[config.mk]
export PLATFORM = sky130hd
export DESIGN_NAME = hazard_forward_unit_flat
export DESIGN_NICKNAME = d
export VERILOG_FILES = /design/src/rtl/hazard_forward_unit_if.sv /design/src/rtl/hazard_forward_unit.sv /design/src/flat_wrapper.sv
export SDC_FILE = /design/constraint.sdc
export NUM_CORES = 1
export LEC_CHECK = 0
export CAP_MARGIN = 25
export CORE_MARGIN = 4
export CORE_UTILIZATION = 39
export CTS_CLUSTER_SIZE = 20
export DETAILED_ROUTE_END_ITERATION = 16
export PLACE_DENSITY = 0.78
export SLEW_MARGIN = 15
export SYNTH_ARGS = -nofsm -noshare
export SYNTH_HDL_FRONTEND = slang
export SYNTH_SLANG_ARGS = --single-unit
[constraint.sdc]
create_clock -name clk -period 2.4 [get_ports clk]
set_input_delay 0.48 -clock clk [delete_from_list [all_inputs] [get_ports clk]]
set_output_delay 0.48 -clock clk [all_outputs]
set_load 0.005 [all_outputs]
[src/rtl/hazard_forward_unit_if.sv]
// ---------------------------------------------------------------------------
// hazard_forward_unit_if
// Bundle between the execute stage / data memory / register file and the
// hazard_forward_unit. The unit owns the "master" modport (it produces the
// forwarding selects, forwarded operands, stall/flush and memory/WB outputs);
// the surrounding pipeline uses "slave".
//   Pipeline -> unit : ex_* controls and data, ex_rs/ex_rt, id_rs/id_rt,
//                      mem_readData (combinational from mem_aluResult)
//   Unit -> pipeline : ForwardAE/BE, reg_muxes_b/d, stallF/stallD/flushE,
//                      mem_aluResult/mem_writeData/mem_memWrite,
//                      wb_regWrite/wb_writeReg/wb_writeData
// Optional macro HAZARD_STATS_EN adds stall_count and fwd_count (32-bit).
// ---------------------------------------------------------------------------
interface hazard_forward_unit_if #(
    parameter int DATA_W = 32,
    parameter int REG_W  = 5
);
    logic              ex_regWrite;
    logic              ex_memToReg;
    logic              ex_memRead;
    logic              ex_memWrite;
    logic [DATA_W-1:0] ex_aluResult;
    logic [DATA_W-1:0] ex_reg2Out;
    logic [REG_W-1:0]  ex_writeReg;
    logic [REG_W-1:0]  ex_rs;
    logic [REG_W-1:0]  ex_rt;
    logic [REG_W-1:0]  id_rs;
    logic [REG_W-1:0]  id_rt;
    logic [DATA_W-1:0] mem_readData;

    logic [1:0]        ForwardAE;
    logic [1:0]        ForwardBE;
    logic [DATA_W-1:0] reg_muxes_b;
    logic [DATA_W-1:0] reg_muxes_d;
    logic              stallF;
    logic              stallD;
    logic              flushE;
    logic [DATA_W-1:0] mem_aluResult;
    logic [DATA_W-1:0] mem_writeData;
    logic              mem_memWrite;
    logic              wb_regWrite;
    logic [REG_W-1:0]  wb_writeReg;
    logic [DATA_W-1:0] wb_writeData;
`ifdef HAZARD_STATS_EN
    logic [31:0]       stall_count;
    logic [31:0]       fwd_count;
`endif

    modport master (
        input  ex_regWrite, ex_memToReg, ex_memRead, ex_memWrite,
        input  ex_aluResult, ex_reg2Out, ex_writeReg, ex_rs, ex_rt,
        input  id_rs, id_rt, mem_readData,
        output ForwardAE, ForwardBE, reg_muxes_b, reg_muxes_d,
        output stallF, stallD, flushE,
        output mem_aluResult, mem_writeData, mem_memWrite,
        output wb_regWrite, wb_writeReg, wb_writeData
`ifdef HAZARD_STATS_EN
        , output stall_count, fwd_count
`endif
    );

    modport slave (
        output ex_regWrite, ex_memToReg, ex_memRead, ex_memWrite,
        output ex_aluResult, ex_reg2Out, ex_writeReg, ex_rs, ex_rt,
        output id_rs, id_rt, mem_readData,
        input  ForwardAE, ForwardBE, reg_muxes_b, reg_muxes_d,
        input  stallF, stallD, flushE,
        input  mem_aluResult, mem_writeData, mem_memWrite,
        input  wb_regWrite, wb_writeReg, wb_writeData
`ifdef HAZARD_STATS_EN
        , input stall_count, fwd_count
`endif
    );
endinterface

[src/rtl/hazard_forward_unit.sv]
// ---------------------------------------------------------------------------
// hazard_forward_unit
// Holds the EX/MEM and MEM/WB pipeline registers, generates the execute-stage
// operand forwarding selects and detects load-use hazards.
// Ports:
//   clk   - rising-edge clock
//   reset - synchronous, active-high; clears both pipeline registers
//   bus   - hazard_forward_unit_if.master (see interface file for signals)
// Optional macro HAZARD_STATS_EN: adds wrapping 32-bit stall_count (cycles
// with stallD) and fwd_count (cycles with any non-zero forward select).
// ---------------------------------------------------------------------------
module hazard_forward_unit #(
    parameter int DATA_W = 32,
    parameter int REG_W  = 5
) (
    input  logic                   clk,
    input  logic                   reset,
    hazard_forward_unit_if.master  bus
);
    typedef struct packed {
        logic              reg_write;
        logic              mem_to_reg;
        logic              mem_write;
        logic [DATA_W-1:0] alu_result;
        logic [DATA_W-1:0] reg2_out;
        logic [REG_W-1:0]  write_reg;
    } ex_mem_t;

    typedef struct packed {
        logic              reg_write;
        logic              mem_to_reg;
        logic [REG_W-1:0]  write_reg;
        logic [DATA_W-1:0] alu_result;
        logic [DATA_W-1:0] read_data;
    } mem_wb_t;

    ex_mem_t ex_mem_d, ex_mem_q;
    mem_wb_t mem_wb_d, mem_wb_q;

    logic [1:0] fwd_a, fwd_b;
    logic       load_use;

    always_comb begin
        ex_mem_d            = '0;
        ex_mem_d.reg_write  = bus.ex_regWrite;
        ex_mem_d.mem_to_reg = bus.ex_memToReg;
        ex_mem_d.mem_write  = bus.ex_memWrite;
        ex_mem_d.alu_result = bus.ex_aluResult;
        ex_mem_d.reg2_out   = bus.ex_reg2Out;
        ex_mem_d.write_reg  = bus.ex_writeReg;

        mem_wb_d            = '0;
        mem_wb_d.reg_write  = ex_mem_q.reg_write;
        mem_wb_d.mem_to_reg = ex_mem_q.mem_to_reg;
        mem_wb_d.write_reg  = ex_mem_q.write_reg;
        mem_wb_d.alu_result = ex_mem_q.alu_result;
        mem_wb_d.read_data  = bus.mem_readData;
    end

    // Forwarding: the younger result (EX/MEM) wins over MEM/WB; $0 is never
    // forwarded. Selects are held at 00 during reset.
    always_comb begin
        fwd_a = 2'b00;
        fwd_b = 2'b00;
        if (ex_mem_q.reg_write && ex_mem_q.write_reg != '0 &&
            ex_mem_q.write_reg == bus.ex_rs)
            fwd_a = 2'b01;
        else if (mem_wb_q.reg_write && mem_wb_q.write_reg != '0 &&
                 mem_wb_q.write_reg == bus.ex_rs)
            fwd_a = 2'b10;
        if (ex_mem_q.reg_write && ex_mem_q.write_reg != '0 &&
            ex_mem_q.write_reg == bus.ex_rt)
            fwd_b = 2'b01;
        else if (mem_wb_q.reg_write && mem_wb_q.write_reg != '0 &&
                 mem_wb_q.write_reg == bus.ex_rt)
            fwd_b = 2'b10;
        if (reset) begin
            fwd_a = 2'b00;
            fwd_b = 2'b00;
        end
    end

    // A load in EX whose destination is read by the instruction in ID cannot
    // be forwarded in time: hold IF/ID for one cycle and bubble ID/EX.
    always_comb begin
        load_use = bus.ex_memRead && bus.ex_writeReg != '0 &&
                   (bus.ex_writeReg == bus.id_rs || bus.ex_writeReg == bus.id_rt);
    end

    always_ff @(posedge clk) begin
        if (reset) begin
            ex_mem_q <= '0;
            mem_wb_q <= '0;
        end else begin
            ex_mem_q <= ex_mem_d;
            mem_wb_q <= mem_wb_d;
        end
    end

    assign bus.ForwardAE     = fwd_a;
    assign bus.ForwardBE     = fwd_b;
    assign bus.stallF        = load_use && !reset;
    assign bus.stallD        = load_use && !reset;
    // Reset fills ID/EX with a bubble so nothing stale issues after release.
    assign bus.flushE        = load_use || reset;
    assign bus.reg_muxes_b   = ex_mem_q.alu_result;
    assign bus.mem_aluResult = ex_mem_q.alu_result;
    assign bus.mem_writeData = ex_mem_q.reg2_out;
    assign bus.mem_memWrite  = ex_mem_q.mem_write;
    assign bus.reg_muxes_d   = mem_wb_q.mem_to_reg ? mem_wb_q.read_data : mem_wb_q.alu_result;
    assign bus.wb_writeData  = bus.reg_muxes_d;
    assign bus.wb_regWrite   = mem_wb_q.reg_write;
    assign bus.wb_writeReg   = mem_wb_q.write_reg;

`ifdef HAZARD_STATS_EN
    logic [31:0] stall_count_d, stall_count_q;
    logic [31:0] fwd_count_d, fwd_count_q;

    always_comb begin
        stall_count_d = stall_count_q + ((load_use && !reset) ? 32'd1 : 32'd0);
        fwd_count_d   = fwd_count_q + ((fwd_a != 2'b00 || fwd_b != 2'b00) ? 32'd1 : 32'd0);
    end

    always_ff @(posedge clk) begin
        if (reset) begin
            stall_count_q <= '0;
            fwd_count_q   <= '0;
        end else begin
            stall_count_q <= stall_count_d;
            fwd_count_q   <= fwd_count_d;
        end
    end

    assign bus.stall_count = stall_count_q;
    assign bus.fwd_count   = fwd_count_q;
`endif
endmodule
[src/flat_wrapper.sv]
// flat-port wrapper written by rule: the top's interface ports become plain ports
module hazard_forward_unit_flat 
#(
    parameter int DATA_W = 32,
    parameter int REG_W  = 5
)
  (clk, reset, bus_ex_regWrite, bus_ex_memToReg, bus_ex_memRead, bus_ex_memWrite, bus_ex_aluResult, bus_ex_reg2Out, bus_ex_writeReg, bus_ex_rs, bus_ex_rt, bus_id_rs, bus_id_rt, bus_mem_readData, bus_ForwardAE, bus_ForwardBE, bus_reg_muxes_b, bus_reg_muxes_d, bus_stallF, bus_stallD, bus_flushE, bus_mem_aluResult, bus_mem_writeData, bus_mem_memWrite, bus_wb_regWrite, bus_wb_writeReg, bus_wb_writeData);
  hazard_forward_unit_if #(.DATA_W(DATA_W), .REG_W(REG_W)) bus_i ();
  input  logic clk;
  input  logic reset;
  input wire logic [$bits(bus_i.ex_regWrite)-1:0] bus_ex_regWrite;
  input wire logic [$bits(bus_i.ex_memToReg)-1:0] bus_ex_memToReg;
  input wire logic [$bits(bus_i.ex_memRead)-1:0] bus_ex_memRead;
  input wire logic [$bits(bus_i.ex_memWrite)-1:0] bus_ex_memWrite;
  input wire logic [$bits(bus_i.ex_aluResult)-1:0] bus_ex_aluResult;
  input wire logic [$bits(bus_i.ex_reg2Out)-1:0] bus_ex_reg2Out;
  input wire logic [$bits(bus_i.ex_writeReg)-1:0] bus_ex_writeReg;
  input wire logic [$bits(bus_i.ex_rs)-1:0] bus_ex_rs;
  input wire logic [$bits(bus_i.ex_rt)-1:0] bus_ex_rt;
  input wire logic [$bits(bus_i.id_rs)-1:0] bus_id_rs;
  input wire logic [$bits(bus_i.id_rt)-1:0] bus_id_rt;
  input wire logic [$bits(bus_i.mem_readData)-1:0] bus_mem_readData;
  output wire logic [$bits(bus_i.ForwardAE)-1:0] bus_ForwardAE;
  output wire logic [$bits(bus_i.ForwardBE)-1:0] bus_ForwardBE;
  output wire logic [$bits(bus_i.reg_muxes_b)-1:0] bus_reg_muxes_b;
  output wire logic [$bits(bus_i.reg_muxes_d)-1:0] bus_reg_muxes_d;
  output wire logic [$bits(bus_i.stallF)-1:0] bus_stallF;
  output wire logic [$bits(bus_i.stallD)-1:0] bus_stallD;
  output wire logic [$bits(bus_i.flushE)-1:0] bus_flushE;
  output wire logic [$bits(bus_i.mem_aluResult)-1:0] bus_mem_aluResult;
  output wire logic [$bits(bus_i.mem_writeData)-1:0] bus_mem_writeData;
  output wire logic [$bits(bus_i.mem_memWrite)-1:0] bus_mem_memWrite;
  output wire logic [$bits(bus_i.wb_regWrite)-1:0] bus_wb_regWrite;
  output wire logic [$bits(bus_i.wb_writeReg)-1:0] bus_wb_writeReg;
  output wire logic [$bits(bus_i.wb_writeData)-1:0] bus_wb_writeData;
  assign bus_i.ex_regWrite = bus_ex_regWrite;
  assign bus_i.ex_memToReg = bus_ex_memToReg;
  assign bus_i.ex_memRead = bus_ex_memRead;
  assign bus_i.ex_memWrite = bus_ex_memWrite;
  assign bus_i.ex_aluResult = bus_ex_aluResult;
  assign bus_i.ex_reg2Out = bus_ex_reg2Out;
  assign bus_i.ex_writeReg = bus_ex_writeReg;
  assign bus_i.ex_rs = bus_ex_rs;
  assign bus_i.ex_rt = bus_ex_rt;
  assign bus_i.id_rs = bus_id_rs;
  assign bus_i.id_rt = bus_id_rt;
  assign bus_i.mem_readData = bus_mem_readData;
  assign bus_ForwardAE = bus_i.ForwardAE;
  assign bus_ForwardBE = bus_i.ForwardBE;
  assign bus_reg_muxes_b = bus_i.reg_muxes_b;
  assign bus_reg_muxes_d = bus_i.reg_muxes_d;
  assign bus_stallF = bus_i.stallF;
  assign bus_stallD = bus_i.stallD;
  assign bus_flushE = bus_i.flushE;
  assign bus_mem_aluResult = bus_i.mem_aluResult;
  assign bus_mem_writeData = bus_i.mem_writeData;
  assign bus_mem_memWrite = bus_i.mem_memWrite;
  assign bus_wb_regWrite = bus_i.wb_regWrite;
  assign bus_wb_writeReg = bus_i.wb_writeReg;
  assign bus_wb_writeData = bus_i.wb_writeData;
  hazard_forward_unit #(.DATA_W(DATA_W), .REG_W(REG_W)) u_core (.clk(clk), .reset(reset), .bus(bus_i));
endmodule
Word level (Yosys, flattened, before mapping)
Cells that the tools add are included.
Widths: inputs -> output; s select.
- equal/unequal tests: 6
- multiplexer cells: 7
- reductions and logical operators: 15
- operators by type and width (cell ; count):
    $mux 32 ; 1
    $eq 5x5->1 ; 6
    $reduce_bool 5->1 ; 3
    $mux 2 ; 6
    $logic_and 1x1->1 ; 9
    $logic_or 1x1->1 ; 2
    $logic_not 1->1 ; 1
- register bits: 143
- logic and storage cells: 39

Logic depth before layout (Yosys ltp)
Gate-level depths: netlist of the first run.
- depth in word-level cells: 6
- gate-level depth with buffers: 5

Worst setup path after synthesis of the first run
No wires, ideal clock.
- path type: reg-to-output
- from: register u_core.ex_mem_q[1] (netlist bit)
- to: output bus_ForwardBE[1]
- data arrival time: 1389 ps
- setup slack: 531 ps
- cell stages (with the launch flop): 5
- buffers on the path: 0
- cells stage by stage: dfxtp_1 or4_1 o21ai_2 nor3_2 nor4_2
- word-level cells in the longest chain between the ends: 5
- RTL lines (item ; RTL line ; source):
    from (decl) ; hazard_forward_unit.sv:37 ; ex_mem_t ex_mem_d, ex_mem_q;
    from (signal assigned) ; hazard_forward_unit.sv:95 ; ex_mem_q <= ex_mem_d;
    $reduce_bool 5->1 ; hazard_forward_unit.sv:71 ; if (ex_mem_q.reg_write && ex_mem_q.write_reg != '0 &&
    $logic_and 1x1->1 ; hazard_forward_unit.sv:71 ;
    $logic_and 1x1->1 (*) ; hazard_forward_unit.sv:71 ;
    $mux 2 (*) ; hazard_forward_unit.sv:71 ;
    $mux 2 (*) ; hazard_forward_unit.sv:77 ; if (reset) begin
    to (decl) ; flat_wrapper.sv:24 ; output wire logic [$bits(bus_i.ForwardBE)-1:0] bus_ForwardBE;
Every way passes the cells marked *; elsewhere a longest branch is shown, timed or not.

Worst setup path after layout of the first run
- from: register u_core.ex_mem_q[4] (netlist bit)
- to: output bus_ForwardAE[1]
- word-level cells in the longest chain between the ends: 5
- RTL lines (item ; RTL line ; source):
    $reduce_bool 5->1 ; hazard_forward_unit.sv:65 ; if (ex_mem_q.reg_write && ex_mem_q.write_reg != '0 &&
    $logic_and 1x1->1 ; hazard_forward_unit.sv:65 ;
    $logic_and 1x1->1 (*) ; hazard_forward_unit.sv:65 ;
    $mux 2 (*) ; hazard_forward_unit.sv:65 ;
    $mux 2 (*) ; hazard_forward_unit.sv:77 ;
    to (decl) ; flat_wrapper.sv:23 ; output wire logic [$bits(bus_i.ForwardAE)-1:0] bus_ForwardAE;
Marks and branches as above.

==> results of run 1 <==
[sequential cells by signal, summed over array words and instances (netlist names)]
signal,flops
u_core.mem_wb_q,65
u_core.bus.mem_aluResult,32
u_core.bus.mem_writeData,32
u_core.ex_mem_q,7
u_core.bus.wb_writeReg,5
u_core.bus.mem_memWrite,1
u_core.bus.wb_regWrite,1
[critical path: stages (launching register included)]
cell     delay, ps
dfxtp_1        310
or4_4          540
o21ai_4        160
nor3_1          90
nor3_2         210
buf_2          160
[path summary, 6_finish.rpt]
check	to	slack [ps]	cells after the start
worst max-delay path	bus_ForwardAE[1]	50	5
worst min-delay path	u_core.mem_wb_q[69]	470	1
worst max register to register	u_core.bus.wb_writeReg[0]	1670	1
worst min register to register	u_core.mem_wb_q[69]	470	1
[metrics by stage]
stage	util, %	cells	instance area, um^2
2_1_floorplan	-	529	5629
3_3_place_gp	56.85	877	7953
3_5_place_dp	56.85	877	7953
4_1_cts	61.65	913	8625
5_1_grt	61.96	913	8667
6_report	61.96	913	8667
[metal layers]
metal  wire (um)  part of all wire, %
met1        5219                   37
met2        7365                   52
met3        1091                  7.7
met4         438                  3.1
met5          13                0.092
[where the power goes]
group	switching, mW	internal, mW	leakage, nW	total (mW)
registers	0.0533	2.49	1.19	2.55
clock network	0.977	1.69	0.300	2.67
logic	0.246	0.555	1.92	0.801
total	1.28	4.74	3.41	6.02
[area by class of cell]
type / count / area, um^2 / share of cell area [%]
Timing Repair Buffer: 327 / 3208 / 37.01
Clock inverter: 12 / 160.2 / 1.848
Tap cell: 180 / 225.2 / 2.599
Multi-Input combinational cell: 232 / 1747 / 20.15
Sequential cell: 143 / 2874 / 33.16
Clock buffer: 19 / 452.9 / 5.226
[layout by cell type (no fill, tap or decap), types with 3 or more instances in the layout]
cell / instances
clkdlybuf4s50_1: 284
nor2b_1: 142
dfxtp_1: 138
buf_4: 25
mux2_2: 23
xor2_1: 18
clkbuf_16: 18
xnor2_1: 12
dlygate4sd2_1: 11
mux2_1: 9
nor3_2: 5
clkinv_4: 4
nand3_1: 3
bufinv_16: 3
dfxtp_2: 3
[cells by family (layout without fill, tap and decap cells)]
logic type	after synthesis	after routing
compound gates	5	5
xor+xnor	30	30
buf+inv	154	358
flops	143	143
mux	32	32
simple gates	165	165
[timing repair]
item | in CTS | in global routing
resized for setup | 33 | 12
pin swaps | 9 | 3
cloned | 0 | 1
buffers inserted | 5 | 1
endpoints found under the setup margin | 7 | 10
==> results.py, run 1 <==
metrics = {
    "run_status": {
        "outcome": "finished clean",
    },
    "setup_path": {
        "crit_required_ps": 1920,
        "arrival_ps": 1870,
        "r2r_start": "u_core.ex_mem_q[0]",
        "path_max_fanout": 2,
        "start_kind": "flop",
        "path_class": "flop to output port",
        "crit_path_start": "u_core.ex_mem_q[4]",
        "worstSetupEndpointType": "output port",
    },
    "grt": {
        "antenna_found_initial": 1,
        "met2_usage_pct": 30.47,
        "grt_pass1_wl_mm": 21.37,
        "met3_usage_pct": 5.917,
        "grt_max_degree": 63,
        "grt_pass1_vias": 4208,
        "grt_overflow": 0,
        "grt_usage_pct": 16.76,
        "use_met1_pct": 16.97,
        "grt_busiest_layer": "met2",
    },
    "drt": {
        "dr.first_iter.drc_count": 88,
        "wl_per_cell_um": 15.48,
        "drtAntennaViolNets": 0,
        "drc": 0,
        "drtPass1Iterations": 4,
        "routed_via_density": 4.287,
        "vias": 3914,
        "routed_wl_mm": 14.13,
    },
    "finish": {
        "antenna_cells": 0,
        "syn2layout_area_growth_pct": 53.97,
        "fill_cells": 1115,
        "final_nets": 848,
        "drive_gt1_share_pct": 14.32,
    },
    "sta": {
        "final.period_utilization_pct": 97.88,
        "finalSetupTns_ps": 0,
        "finalHoldViolations": 0,
        "max_freq_mhz": 425.7,
        "whs_ps": 465.5,
        "slew_viol_final": 0,
        "rsz0062_at_grt": "yes",
        "setup_violations": 0,
        "min_period_ps": 2349,
        "finClkSkew_ps": 6.721,
        "max_slew_margin_pct": 55.75,
        "fin_ws_ps": 50.97,
        "worst_pin_slew_ps": 663.7,
    },
    "clocking": {
        "root_buffer": "clkbuf_16",
        "cts_max_level": 4,
        "numCtsBuffers": 17,
        "cts_hold_buf": 0,
        "clkSlewWorstSetupHoldPaths_ps": 60,
        "clockBufferDepth": 2,
        "cts_tree": "yes",
        "clock-sinks": 143,
        "worstSkewPairLatency_ps": 400,
    },
    "yosys": {
        "async_flop_share_pct": 0,
        "yosys.area_share.adder_pct": 0,
        "synth_top_area_share_pct": 50.86,
        "synth_top_family_by_area": "buffers and inverters",
        "synth-compound-area-share_pct": 0.6001,
        "ys.flop_type": "dfxtp_1",
        "synthMuxAreaShare_pct": 6.401,
        "yosysTopAreaCell": "dfxtp_1",
        "ys_warn_count": 0,
        "postSynthAreaPerCell_um2": 10.64,
        "synth-edff-count": 0,
        "ys_types": 22,
        "synthTopCellsByCount": "dfxtp_1 (143), nor2b_1 (143), buf_4 (134), mux2_2 (23), xor2_1 (18)",
        "yosys.area_share.xor_xnor_pct": 4.668,
        "syn_inst": 529,
        "synth-seq-cells": 143,
        "seq_area_frac_synth_pct": 50.86,
        "syn_area_um2": 5629,
        "synth_nets": 656,
        "synth_area_leaders": "dfxtp_1 (51%), buf_4 (18%), nor2b_1 (16%)",
        "yosys.area_share.simple_pct": 18.27,
    },
    "pwr": {
        "pwr_density_cell_nw_per_um2": 694.4,
        "leakage_nw": 3.409,
        "finalPower_mw": 6.019,
        "vdd_ir_drop_max_v": 0.0004988,
    },
    "place": {
        "port_buffers": 300,
        "post-place-ws_ps": -403.8,
        "dpl.hpwl_mm": 10.93,
        "place.gp.congestion": 0.8488,
    },
    "min_path": {
        "min_from": "u_core.ex_mem_q[70]",
        "hold_class": "flop to flop",
    },
    "floorplan": {
        "die_w_um": 128.1,
        "ioPinCount": 301,
        "dieArea_um2": 16420,
        "die_y_um": 128.1,
        "num_rows": 43,
        "core-area_um2": 13990,
        "start_util_pct": 40.24,
    },
    "job": {
        "drv_cap": 0,
    },
}
Power figures use the tool's default switching activity.
==> inputs of run 2 (changes only) <==
--- a/config.mk
+++ b/config.mk
@@ -8,9 +8,11 @@
 export CAP_MARGIN = 25
 export CORE_MARGIN = 4
 export CORE_UTILIZATION = 39
+export CTS_CLUSTER_DIAMETER = 50
 export CTS_CLUSTER_SIZE = 20
 export DETAILED_ROUTE_END_ITERATION = 16
-export PLACE_DENSITY = 0.78
+export PLACE_DENSITY = 0.8
+export SKIP_LAST_GASP = 1
 export SLEW_MARGIN = 15
 export SYNTH_ARGS = -nofsm -noshare
 export SYNTH_HDL_FRONTEND = slang
==> results.py, run 2 (synthesis results as in run 1) <==
metrics = {
    "floorplan": {
        "ioPinCount": 301,
        "die_y_um": 128.1,
        "core-area_um2": 13990,
        "die_w_um": 128.1,
        "start_util_pct": 40.24,
        "dieArea_um2": 16420,
        "num_rows": 43,
    },
    "sta": {
        "whs_ps": 438.7,
        "min_period_ps": 2402,
        "finalHoldViolations": 0,
        "slew_viol_final": 0,
        "final.period_utilization_pct": 100.1,
        "setup_violations": 1,
        "finClkSkew_ps": 7.194,
        "fin_ws_ps": -2.339,
        "rsz0062_at_grt": "yes",
        "worst_pin_slew_ps": 667.2,
        "max_slew_margin_pct": 55.52,
        "max_freq_mhz": 416.3,
    },
    "setup_path": {
        "start_kind": "flop",
        "crit_required_ps": 1920,
        "path_class": "flop to output port",
        "path_cells": "or4_4 -> o21ai_2 -> buf_4 -> nor3_2 -> nor3_2 -> buf_2",
        "worstSetupEndpointType": "output port",
        "arrival_ps": 1920,
        "cp_common_cell": "nor3_2",
        "critPathMaxStageDelay_ps": 520,
        "reg2reg_depth": 2,
        "r2r_start": "u_core.ex_mem_q[1]",
        "slowest_stage": "or4_4",
        "path_max_fanout": 2,
        "timing.rr.end": "u_core.bus.wb_writeReg[1]",
        "reg2reg_setup_slack_ps": 1660,
    },
    "pwr": {
        "leakage_nw": 3.431,
        "finalPower_mw": 6.120,
        "vdd_ir_drop_max_v": 0.0004062,
        "pwr_density_cell_nw_per_um2": 703.2,
    },
    "clocking": {
        "worstSkewPairLatency_ps": 410,
        "clockBufferDepth": 2,
        "clkSlewWorstSetupHoldPaths_ps": 60,
        "cts_tree": "yes",
        "cts_max_level": 4,
        "clock-sinks": 143,
        "cts_hold_buf": 0,
        "root_buffer": "clkbuf_16",
        "numCtsBuffers": 17,
    },
    "run_status": {
        "outcome": "complete, but fails checks",
        "violations": "negative setup slack",
    },
    "grt": {
        "grt_pass1_wl_mm": 21.71,
        "grt_pass1_vias": 4257,
        "grt_usage_pct": 17.16,
        "grt_overflow": 0,
        "antenna_found_initial": 0,
        "grt_max_degree": 71,
    },
    "finish": {
        "syn2layout_area_growth_pct": 54.61,
        "layout_common_cells": "clkdlybuf4s50_1 (282), nor2b_1 (143), dfxtp_1 (136)",
        "largest_register_ffs": 65,
        "antenna_cells": 0,
        "final_cell_count_no_fill": 916,
        "final_area_um2": 8703,
        "final_nets": 851,
        "utilization_pct": 62.22,
        "drive_gt1_share_pct": 15.76,
        "regMostFlops": "u_core.mem_wb_q",
        "layout_commonest_cell": "clkdlybuf4s50_1",
    },
    "place": {
        "port_buffers": 300,
        "dp_cells": 877,
        "dpl.hpwl_mm": 10.85,
        "place.gp.congestion": 0.8512,
        "dpl_cell_area_um2": 7953,
    },
    "drt": {
        "drc": 0,
        "routed_wl_mm": 14.26,
        "drtAntennaViolNets": 0,
        "wl_per_cell_um": 15.57,
        "drtPass1Iterations": 4,
        "dr.first_iter.drc_count": 129,
        "vias": 3932,
        "routed_via_density": 4.293,
    },
    "min_path": {
        "min_to": "u_core.mem_wb_q[69]",
        "min_from": "u_core.ex_mem_q[70]",
        "hold_class": "flop to flop",
        "holdPathStages": 1,
    },
    "job": {
        "drv_cap": 0,
    },
}
==> run 2: timing repair <==
action                                 CTS  global route
pin swaps                                8             8
resized for setup                       50            11
endpoints found under the hold margin    0             0
cloned                                   1             0
buffers inserted                         7             1
setup endpoints to repair               36             5
==> run 2: routing by layer <==
metal,part of all wire [%],vias up,track usage [%]
li1,-,1908,-
met1,34,1802,16.91
met2,55,185,32.19
met3,7.8,37,5.583
met4,3.1,0,8.115
met5,0,-,0
==> run 2: critical path: cells and delay by family, from the launching register on <==
kind / cells / cell delay [ps]
buf+inv: 2 / 290
simple gates: 3 / 760
compound gates: 1 / 140
flops: 1 / 320
==> run 2: worst max-delay path by stage <==
stage	from	endpoint	slack, ps	depth (start not counted)
after CTS	u_core.ex_mem_q[1]	bus_ForwardAE[1]	-90	6
after global routing	u_core.ex_mem_q[4]	bus_ForwardAE[1]	-90	6
after detailed placement	bus_ex_writeReg[0]	bus_stallD	-470	6
after global placement	bus_ex_rt[4]	bus_ForwardBE[1]	-350	5
final	u_core.ex_mem_q[4]	bus_ForwardAE[1]	-2	6
after floorplan	u_core.ex_mem_q[1]	bus_ForwardBE[1]	530	4
==> run 2: report_power, final <==
group / switching (mW) / internal [mW] / leakage, nW / total (mW)
Sequential: 0.0531 / 2.49 / 1.19 / 2.55
Combinational: 0.248 / 0.558 / 1.94 / 0.806
Clock: 1.01 / 1.75 / 0.301 / 2.77
Total: 1.31 / 4.81 / 3.43 / 6.12
==> run 2: final cells by class <==
| class | instances | area, um^2 |
|---|---|---|
| Tap cell | 180 | 225.2 |
| Fill cell | 1106 | 5285 |
| Timing Repair Buffer | 330 | 3218 |
| Clock inverter | 14 | 205.2 |
| Clock buffer | 17 | 425.4 |
| Sequential cell | 143 | 2877 |
| Multi-Input combinational cell | 232 | 1753 |
==> run 2: stage by stage <==
step           setup WS [ps]  setup TNS [ps]
3_5_place_dp          -473.0           -2328
2_1_floorplan          530.8               0
6_report              -2.339          -2.339
5_1_grt               -88.54          -88.54
4_1_cts               -89.62          -89.62
3_3_place_gp          -353.3           -1847
